$ cat src/rtl/ram_fifo_pkg.sv
// Shared sizing and types for the RAM-backed FIFO controller.
package ram_fifo_pkg;

    localparam int unsigned DATA_W = 8;
    localparam int unsigned ADDR_W = 8;
    localparam int unsigned DEPTH  = 2 ** ADDR_W;

    typedef logic [ADDR_W:0] level_t;
    typedef logic [1:0]      occ_t;

endpackage

$ cat src/rtl/ram_fifo_outbuf.sv
// Two-entry output buffer fed by a 1-cycle-latency RAM read port.
// Returning read data is forwarded directly when the buffer is empty.
module ram_fifo_outbuf #(
    parameter int unsigned DATA_W = ram_fifo_pkg::DATA_W
) (
    input  logic              clock,
    input  logic              reset_n,
    input  logic              rd_issue,
    input  logic [DATA_W-1:0] ram_data_out,
    input  logic              out_ready,
    output logic              out_valid,
    output logic [DATA_W-1:0] out_data,
    output logic              pop,
    output logic [1:0]        occupancy
);
    import ram_fifo_pkg::*;

    logic [DATA_W-1:0] entry_q [2];
    logic              head_q;
    logic              tail_q;
    occ_t              count_q;
    logic              inflight_q;

    logic has_buf;
    logic push_buf;
    logic pop_buf;

    assign has_buf   = (count_q != '0);
    assign out_valid = reset_n && (has_buf || inflight_q);
    assign out_data  = !reset_n   ? '0 :
                       has_buf    ? entry_q[head_q] :
                       inflight_q ? ram_data_out : '0;
    assign pop       = out_valid && out_ready;
    // Returning data bypasses storage only when it is consumed on arrival.
    assign push_buf  = inflight_q && !(pop && !has_buf);
    assign pop_buf   = pop && has_buf;
    assign occupancy = count_q + occ_t'(inflight_q);

    always_ff @(posedge clock) begin
        if (!reset_n) begin
            entry_q[0] <= '0;
            entry_q[1] <= '0;
            head_q     <= 1'b0;
            tail_q     <= 1'b0;
            count_q    <= '0;
            inflight_q <= 1'b0;
        end else begin
            inflight_q <= rd_issue;
            if (push_buf) begin
                entry_q[tail_q] <= ram_data_out;
                tail_q          <= ~tail_q;
            end
            if (pop_buf) begin
                head_q <= ~head_q;
            end
            count_q <= count_q + occ_t'(push_buf) - occ_t'(pop_buf);
        end
    end

endmodule

$ cat src/rtl/ram_fifo_ctrl.sv
// FIFO controller driving an external synchronous dual-port RAM,
// with a 2-entry output buffer so reads keep one pop per cycle.
module ram_fifo_ctrl #(
    parameter int unsigned DATA_W = ram_fifo_pkg::DATA_W,
    parameter int unsigned ADDR_W = ram_fifo_pkg::ADDR_W
) (
    input  logic              clock,
    input  logic              reset_n,
    input  logic              in_valid,
    output logic              in_ready,
    input  logic [DATA_W-1:0] in_data,
    output logic              out_valid,
    input  logic              out_ready,
    output logic [DATA_W-1:0] out_data,
    output logic              ram_write_en,
    output logic [ADDR_W-1:0] ram_write_address,
    output logic [DATA_W-1:0] ram_data_in,
    output logic              ram_read_en,
    output logic [ADDR_W-1:0] ram_read_address,
    input  logic [DATA_W-1:0] ram_data_out,
    output logic [ADDR_W:0]   ram_level
);
    import ram_fifo_pkg::*;

    localparam int unsigned LVL_W    = ADDR_W + 1;
    localparam int unsigned DEPTH_L  = 2 ** ADDR_W;
    localparam logic [ADDR_W:0] FULL_LVL = LVL_W'(DEPTH_L);

    logic [ADDR_W-1:0] wr_ptr_q;
    logic [ADDR_W-1:0] rd_ptr_q;
    logic [ADDR_W:0]   level_q;

    logic       push;
    logic       issue;
    logic       pop;
    logic [1:0] occupancy;

    assign in_ready = reset_n && (level_q != FULL_LVL);
    assign push     = in_valid && in_ready;
    // Read issue looks at the registered level, so it never chases this cycle's write.
    assign issue    = reset_n && (level_q != '0) &&
                      ((3'(occupancy) - 3'(pop)) < 3'd2);

    assign ram_write_en      = push;
    assign ram_write_address = wr_ptr_q;
    assign ram_data_in       = in_data;
    assign ram_read_en       = issue;
    assign ram_read_address  = rd_ptr_q;
    assign ram_level         = level_q;

    always_ff @(posedge clock) begin
        if (!reset_n) begin
            wr_ptr_q <= '0;
            rd_ptr_q <= '0;
            level_q  <= '0;
        end else begin
            if (push) begin
                wr_ptr_q <= wr_ptr_q + ADDR_W'(1);
            end
            if (issue) begin
                rd_ptr_q <= rd_ptr_q + ADDR_W'(1);
            end
            level_q <= level_q + LVL_W'(push) - LVL_W'(issue);
        end
    end

    ram_fifo_outbuf #(
        .DATA_W (DATA_W)
    ) u_outbuf (
        .clock        (clock),
        .reset_n      (reset_n),
        .rd_issue     (issue),
        .ram_data_out (ram_data_out),
        .out_ready    (out_ready),
        .out_valid    (out_valid),
        .out_data     (out_data),
        .pop          (pop),
        .occupancy    (occupancy)
    );

endmodule

$ cat config.mk
export PLATFORM = sky130hd
export DESIGN_NAME = ram_fifo_ctrl
export DESIGN_NICKNAME = d
export VERILOG_FILES = /design/src/rtl/ram_fifo_pkg.sv /design/src/rtl/ram_fifo_outbuf.sv /design/src/rtl/ram_fifo_ctrl.sv
export SDC_FILE = /design/constraint.sdc
export NUM_CORES = 1
export LEC_CHECK = 0
export ABC_AREA = 1
export BUFFER_PORTS_ARGS = -buffer_cell sky130_fd_sc_hd__buf_2
export CAP_MARGIN = 20
export CORE_MARGIN = 2
export CORE_UTILIZATION = 48
export CTS_CLUSTER_SIZE = 8
export DETAILED_ROUTE_END_ITERATION = 6
export PLACE_DENSITY = 0.72
export SETUP_SLACK_MARGIN = 0.05
export SKIP_CTS_REPAIR_TIMING = 1
export SYNTH_ARGS = -nofsm -noshare
export SYNTH_HDL_FRONTEND = slang
export SYNTH_SLANG_ARGS = --single-unit
$ cat constraint.sdc
create_clock -name clock -period 2.7 [get_ports clock]
set_input_delay 0.27 -clock clock [delete_from_list [all_inputs] [get_ports clock]]
set_output_delay 0.27 -clock clock [all_outputs]
set_load 0.1 [all_outputs]
==> flow_metrics.py, run 1 <==
metrics = {
    "clocking": {
        "insertion_delay_ns": 0.30,
        "cts_max_level": 2,
        "numCtsBuffers": 5,
        "clk_path_buf_depth": 2,
        "root_buffer": "clkbuf_8",
        "cts_tree": "done",
        "clkSlewWorstSetupHoldPaths_ns": 0.09,
        "cts.sinks": 47,
    },
    "floorplan": {
        "io_pins": 65,
        "die_h_um": 78.6,
        "core.rowCount": 27,
        "dieArea_um2": 6180,
        "die_w_um": 78.6,
        "start_util_pct": 49.1,
        "core_region_area_um2": 5440,
    },
    "critical_path": {
        "crit_arrival_ns": 2.96,
        "crit_required_ns": 2.90,
        "end_kind": "register",
        "critPathKind": "reg2reg",
        "rr_worst_depth": 20,
        "startpoint_type": "register",
        "cp_max_fo": 4,
    },
    "outcome": {
        "violations": "setup timing",
        "status": "finished with violations",
    },
    "timing": {
        "timing.fmax_ghz": 0.362,
        "fin_skew_ns": 0.00435,
        "slew_viol_final": 0,
        "tightest_slew_ns": 0.492,
        "finalSetupTns_ns": -0.114,
        "timing.final.crit_share_pct": 102,
        "whs_ns": 0.291,
        "worst_slack_ns": -0.0597,
        "slew_headroom_pct": 67.4,
        "rsz0062_at_grt": "true",
        "final.min_clock_period_ns": 2.76,
        "hold_viol": 0,
        "setup_violations": 2,
    },
    "global_routing": {
        "grt_pass1_vias": 2274,
        "grt_antenna_before_repair": 0,
        "grt_pass1_wl_mm": 9.74,
        "track_usage_pct": 19.5,
        "grt_overflow": 0,
        "grt_max_degree": 24,
    },
    "power_and_ir_drop": {
        "internal_power_w": 0.00199,
        "clockPowerShare_pct": 13.0,
        "combPwrFrac_pct": 62.8,
        "pwr-share-seq_pct": 24.2,
        "ir_worst_vdd_mv": 1.06,
        "p_leak_nw": 1.64,
        "p_sw_share_pct": 53.7,
        "switchingPower_w": 0.00231,
        "power_density_nw_per_um2": 1280,
    },
    "cells_and_area": {
        "final_nets": 454,
        "flow.area_growth_from_synthesis_pct": 25.6,
        "diodes": 0,
        "drive_above_1_share_pct": 31.7,
    },
    "synth": {
        "synth_fp_nets": 390,
        "async_reset_ff_share_pct": 0,
        "synth-main-ff-cell": "dfxtp_1",
        "yosysWarnings": 0,
        "synth_cell_types": 32,
        "synthCells": 352,
        "ys_seq_area_share_pct": 41.2,
        "postSynthAreaPerCell_um2": 7.59,
        "syn_area_um2": 2670,
        "ys_seq_elements": 47,
        "synth_edf_count": 16,
    },
    "placed_design": {
        "gp_congestion": 0.791,
        "io_buffers": 48,
        "hpwl_mm": 4.21,
    },
    "min_path": {
        "holdPathStages": 3,
        "min_path_type": "in2reg",
    },
    "routing": {
        "postRouteWirelength_mm": 5.79,
        "ant_nets": 0,
        "drtPass1Iterations": 4,
        "avgViaCountPerCell": 4.93,
        "wl_per_cell_um": 11.8,
        "vias": 2410,
        "drc": 0,
        "drtIter0Drc": 177,
    },
    "job": {
        "maxCapViolCount": 0,
    },
}
-- stage by stage --
stage | total power [W] | cells | cell area (um^2) | util (%) | setup WS (ns)
finish | 0.00430 | 489 | 3350 | 61.7 | -0.0597
global route | 0.00460 | 489 | 3350 | 61.7 | -0.268
CTS | 0.00417 | 484 | 3270 | 60.1 | -0.124
detailed placement | 0.00361 | 476 | 3150 | 57.9 | -0.104
global placement | 0.00357 | 476 | 3150 | 57.9 | 0.0379
floorplan | 0.00315 | 352 | 2780 | - | -0.907
-- power by group through the flow --
stage	clock network (W)	logic, W	registers [W]
4_1_cts	0.000567	0.00257	0.00103
3_5_place_dp	0	0.00257	0.00105
3_3_place_gp	0	0.00252	0.00104
6_report	0.000559	0.00270	0.00104
2_1_floorplan	0	0.00154	0.00161
5_1_grt	0.000587	0.00295	0.00106
-- metal layers --
layer,vias to the layer above,GRT usage (%),routed length (um)
met2,53,32.6,2850
met4,0,6.14,53
met5,-,0,0
li1,1250,-,-
met3,7,3.91,241
met1,1100,25.2,2650
-- logic make-up (layout without fill, tap and decap cells) --
family	count (synthesis)	in the layout	synth area share [%]
and+or+nand+nor	153	153	25.4
buffers and inverters	74	139	11.8
AOI/OAI and AO/OA	55	55	11.2
DFF	47	47	41.2
adders and majority gates	18	18	8.72
xor gates and xnor gates	5	5	1.64
-- state kept, by name (all words and copies together) (netlist names), named ones only --
name	flops
ram_write_address	8
u_outbuf.inflight_q	1
u_outbuf.tail_q	1
ram_read_address	8
ram_level	9
u_outbuf.head_q	1
u_outbuf.count_q	2
u_outbuf.entry_q	16
-- synth_stat cells (3+ instances only) --
| master | count | area [um^2] |
|---|---|---|
| nand2_1 | 55 | 206 |
| inv_1 | 57 | 214 |
| dfxtp_1 | 31 | 621 |
| o21ai_0 | 21 | 105 |
| nand4_1 | 5 | 31.3 |
| buf_2 | 3 | 15.0 |
| nor2_1 | 58 | 218 |
| nand3_1 | 24 | 120 |
| buf_4 | 9 | 67.6 |
| edfxtp_1 | 16 | 480 |
| ha_1 | 17 | 213 |
| a21oi_1 | 27 | 135 |
| xor2_1 | 5 | 43.8 |
-- critical path, stage by stage (launching register included) --
cell	delay [ns]
dfxtp_2	0.34
inv_2	0.09
ha_4	0.13
nand2_2	0.04
nor2_2	0.11
nand3_1	0.10
nand2_1	0.10
inv_2	0.06
nand3_4	0.09
clkinvlp_4	0.11
ha_4	0.27
inv_2	0.04
ha_4	0.15
fa_2	0.35
nand2_1	0.07
inv_1	0.06
o21ai_1	0.12
nand2_1	0.12
a21oi_2	0.16
and2_1	0.13
nor2_1	0.04
-- cell usage in the layout, fill, tap and decap left out, types with 3 or more instances in the layout --
cell type   n
dfxtp_2    11
buf_2      48
xor2_1      5
nand2_2     3
nand4_1     5
nand2_1    52
ha_4        4
dfxtp_1    19
a21oi_2    10
inv_1      47
a21oi_1    17
nand3_1    24
inv_2      10
ha_1       12
nor2_1     57
clkbuf_8    6
o21ai_0    18
o21ai_1     4
buf_4      24
edfxtp_1   16
-- final timing paths --
kind	startpoint	endpoint	slack, ns
setup reg to reg	ram_level[5]	ram_level[6]	-0.06
hold / removal	ram_data_out[5]	u_outbuf.entry_q[1][5]	0.29
hold reg to reg	ram_write_address[4]	ram_write_address[4]	0.46
setup / recovery	ram_level[5]	ram_level[6]	-0.06
-- cell type report --
type	count	area, um^2
clock inverters	2	38.8
fillers	464	2080
clock buffers	6	82.6
flip-flops and latches	47	1120
inverters	59	228
multi-input cells	231	1380
repair buffers	72	420
well taps	72	90.1
No activity file was read; power rests on OpenSTA's default activity.
==> inputs of run 2 (changes only) <==
Settings changed: CELL_PAD_IN_SITES_DETAIL_PLACEMENT from default to 1, CELL_PAD_IN_SITES_GLOBAL_PLACEMENT from default to 1, CORE_UTILIZATION 48 to 35, MAX_ROUTING_LAYER from default to met4, PLACE_DENSITY 0.72 to default, PLACE_DENSITY_LB_ADDON from default to 0.15.
==> run 2 against run 1 <==
Compared with the run above: the run now ends clean; register-to-register slack better by 0.07 ns; critical path type unchanged; combinational power rose by 7%; largest cell class unchanged; core utilization down 14 points; first-iteration DRC count decreased by 75%; wire length rose by 18%; sequential power is essentially flat; critical path depth unchanged; non-clock buffer count grew 4; critical endpoint unchanged.
==> flow_metrics.py, run 2 (synthesis results as in run 1) <==
metrics = {
    "outcome": {
        "status": "finished, final reports clean",
    },
    "min_path": {
        "holdPathStages": 3,
        "min_path_type": "in2reg",
        "hold_start": "ram_data_out[0]",
        "holdPathEnd": "u_outbuf.entry_q[1][0]",
    },
    "routing": {
        "drtIter0Drc": 44,
        "drtPass1Iterations": 4,
        "drc": 0,
        "ant_nets": 0,
        "wl_per_cell_um": 13.1,
        "avgViaCountPerCell": 4.76,
        "postRouteWirelength_mm": 6.81,
        "vias": 2477,
    },
    "timing": {
        "worst_slack_ns": 0.0110,
        "whs_ns": 0.293,
        "hold_viol": 0,
        "slew_headroom_pct": 67.3,
        "rsz0062_at_grt": "true",
        "setup_violations": 0,
        "slew_viol_final": 0,
        "tightest_slew_ns": 0.494,
        "final.min_clock_period_ns": 2.69,
        "timing.final.crit_share_pct": 99.6,
        "timing.fmax_ghz": 0.372,
        "fin_skew_ns": 0.00827,
    },
    "global_routing": {
        "track_usage_pct": 17.4,
        "grt_pass1_wl_mm": 11.5,
        "grt_overflow": 0,
        "grt_max_degree": 22,
        "grt_antenna_before_repair": 0,
        "grt_pass1_vias": 2530,
    },
    "critical_path": {
        "r2r_slack_ns": 0.01,
        "cp_top_family": "adder cells",
        "timing.rr.start": "ram_level[3]",
        "cp_max_fo": 4,
        "slowest_stage": "fa_2",
        "reg2reg_to": "ram_level[6]",
        "startpoint_type": "register",
        "rr_worst_depth": 20,
        "end_kind": "register",
        "crit_arrival_ns": 2.89,
        "critPathKind": "reg2reg",
        "max_stage_delay_ns": 0.36,
        "crit_chain": "inv_2 -> ha_4 -> nand2_4 -> nor2_4 -> nand3_2 -> nand2_2 -> inv_2 -> nand3_4 -> clkinvlp_4 -> ha_4 -> inv_4 -> ha_4 -> fa_2 -> nand2_2 -> inv_2 -> o21ai_2 -> nand2_2 -> a21oi_2 -> and2_1 -> nor2_1",
        "crit_required_ns": 2.90,
        "path_buf_inv": 5,
    },
    "cells_and_area": {
        "largest_reg_flops": 16,
        "stdcell_area_um2": 3490,
        "final_common_cell": "nor2_1",
        "drive_above_1_share_pct": 34.9,
        "final_nets": 458,
        "top_register": "u_outbuf.entry_q",
        "final_cell_mix": "nor2_1 (57), nand2_1 (46), inv_1 (45)",
        "flow.area_growth_from_synthesis_pct": 30.6,
        "utilization_pct": 47.6,
        "diodes": 0,
        "fill_cells": 908,
    },
    "floorplan": {
        "die_h_um": 91.3,
        "start_util_pct": 36.4,
        "core_region_area_um2": 7330,
        "core.rowCount": 31,
        "io_pins": 65,
        "die_w_um": 91.3,
        "dieArea_um2": 8340,
    },
    "placed_design": {
        "hpwl_mm": 5.21,
        "gp_congestion": 0.813,
        "place_area_um2": 3230,
        "io_buffers": 48,
        "preCtsSetupSlack_ns": -0.135,
    },
    "power_and_ir_drop": {
        "ir_worst_vdd_mv": 0.729,
        "p_total_w": 0.00449,
        "p_leak_nw": 1.66,
        "power_density_nw_per_um2": 1290,
    },
    "clocking": {
        "clkSlewWorstSetupHoldPaths_ns": 0.10,
        "cts.sinks": 47,
        "root_buffer": "clkbuf_8",
        "numCtsBuffers": 5,
        "cts_max_level": 2,
        "cts_tree": "done",
        "insertion_delay_ns": 0.31,
        "clk_path_buf_depth": 2,
    },
    "job": {
        "maxCapViolCount": 0,
    },
}
## run 2: final cells by class
cell class,instances,area [um^2],area share (%)
multi-input cells,231,1420,40.8
flip-flops and latches,47,1120,32.1
clock buffers,5,68.8,1.97
well taps,99,124,3.55
clock inverters,3,45.0,1.29
repair buffers,76,474,13.6
inverters,59,230,6.60
## run 2: how the worst max path moves through the flow
stage	from	endpoint	slack, ns	depth (start not counted)
after global placement	u_outbuf.inflight_q	ram_level[6]	0.001	16
after detailed placement	ram_level[2]	ram_level[6]	-0.14	20
after floorplan	u_outbuf.count_q[1]	ram_level[6]	-0.91	16
after global routing	u_outbuf.count_q[0]	ram_level[6]	-0.19	18
after CTS	ram_level[2]	ram_level[6]	-0.17	20
final	ram_level[3]	ram_level[6]	0.01	20
## run 2: stage by stage
stage               instances  setup TNS [ns]
floorplan                 352           -4.67
global placement          509               0
detailed placement        509          -0.236
CTS                       517          -0.337
global route              520          -0.424
finish                    520               0
## run 2: worst reg2reg max path: cells and delay by family (launching register included)
kind,cells,cell delay [ns]
adder cells (fa/ha/maj),4,0.94
AND/OR/NAND/NOR,9,0.75
flip-flops,1,0.33
buffers and inverters,5,0.30
AO/OA/AOI/OAI,2,0.24
## run 2: power by group
| group | internal [W] | leakage [nW] | switching, W |
|---|---|---|---|
| Clock | 0.000280 | 0.0591 | 0.000263 |
| Combinational | 0.000865 | 1.18 | 0.00203 |
| Sequential | 0.000925 | 0.425 | 0.000125 |
## run 2: per-layer routing
metal  up-vias  wire length [um]  track usage, %
met5         -                 0               -
met4         0                58            3.66
met3         6               211            2.82
met2        35              3500            30.8
met1      1177              3040            20.9
li1       1259                 -               -
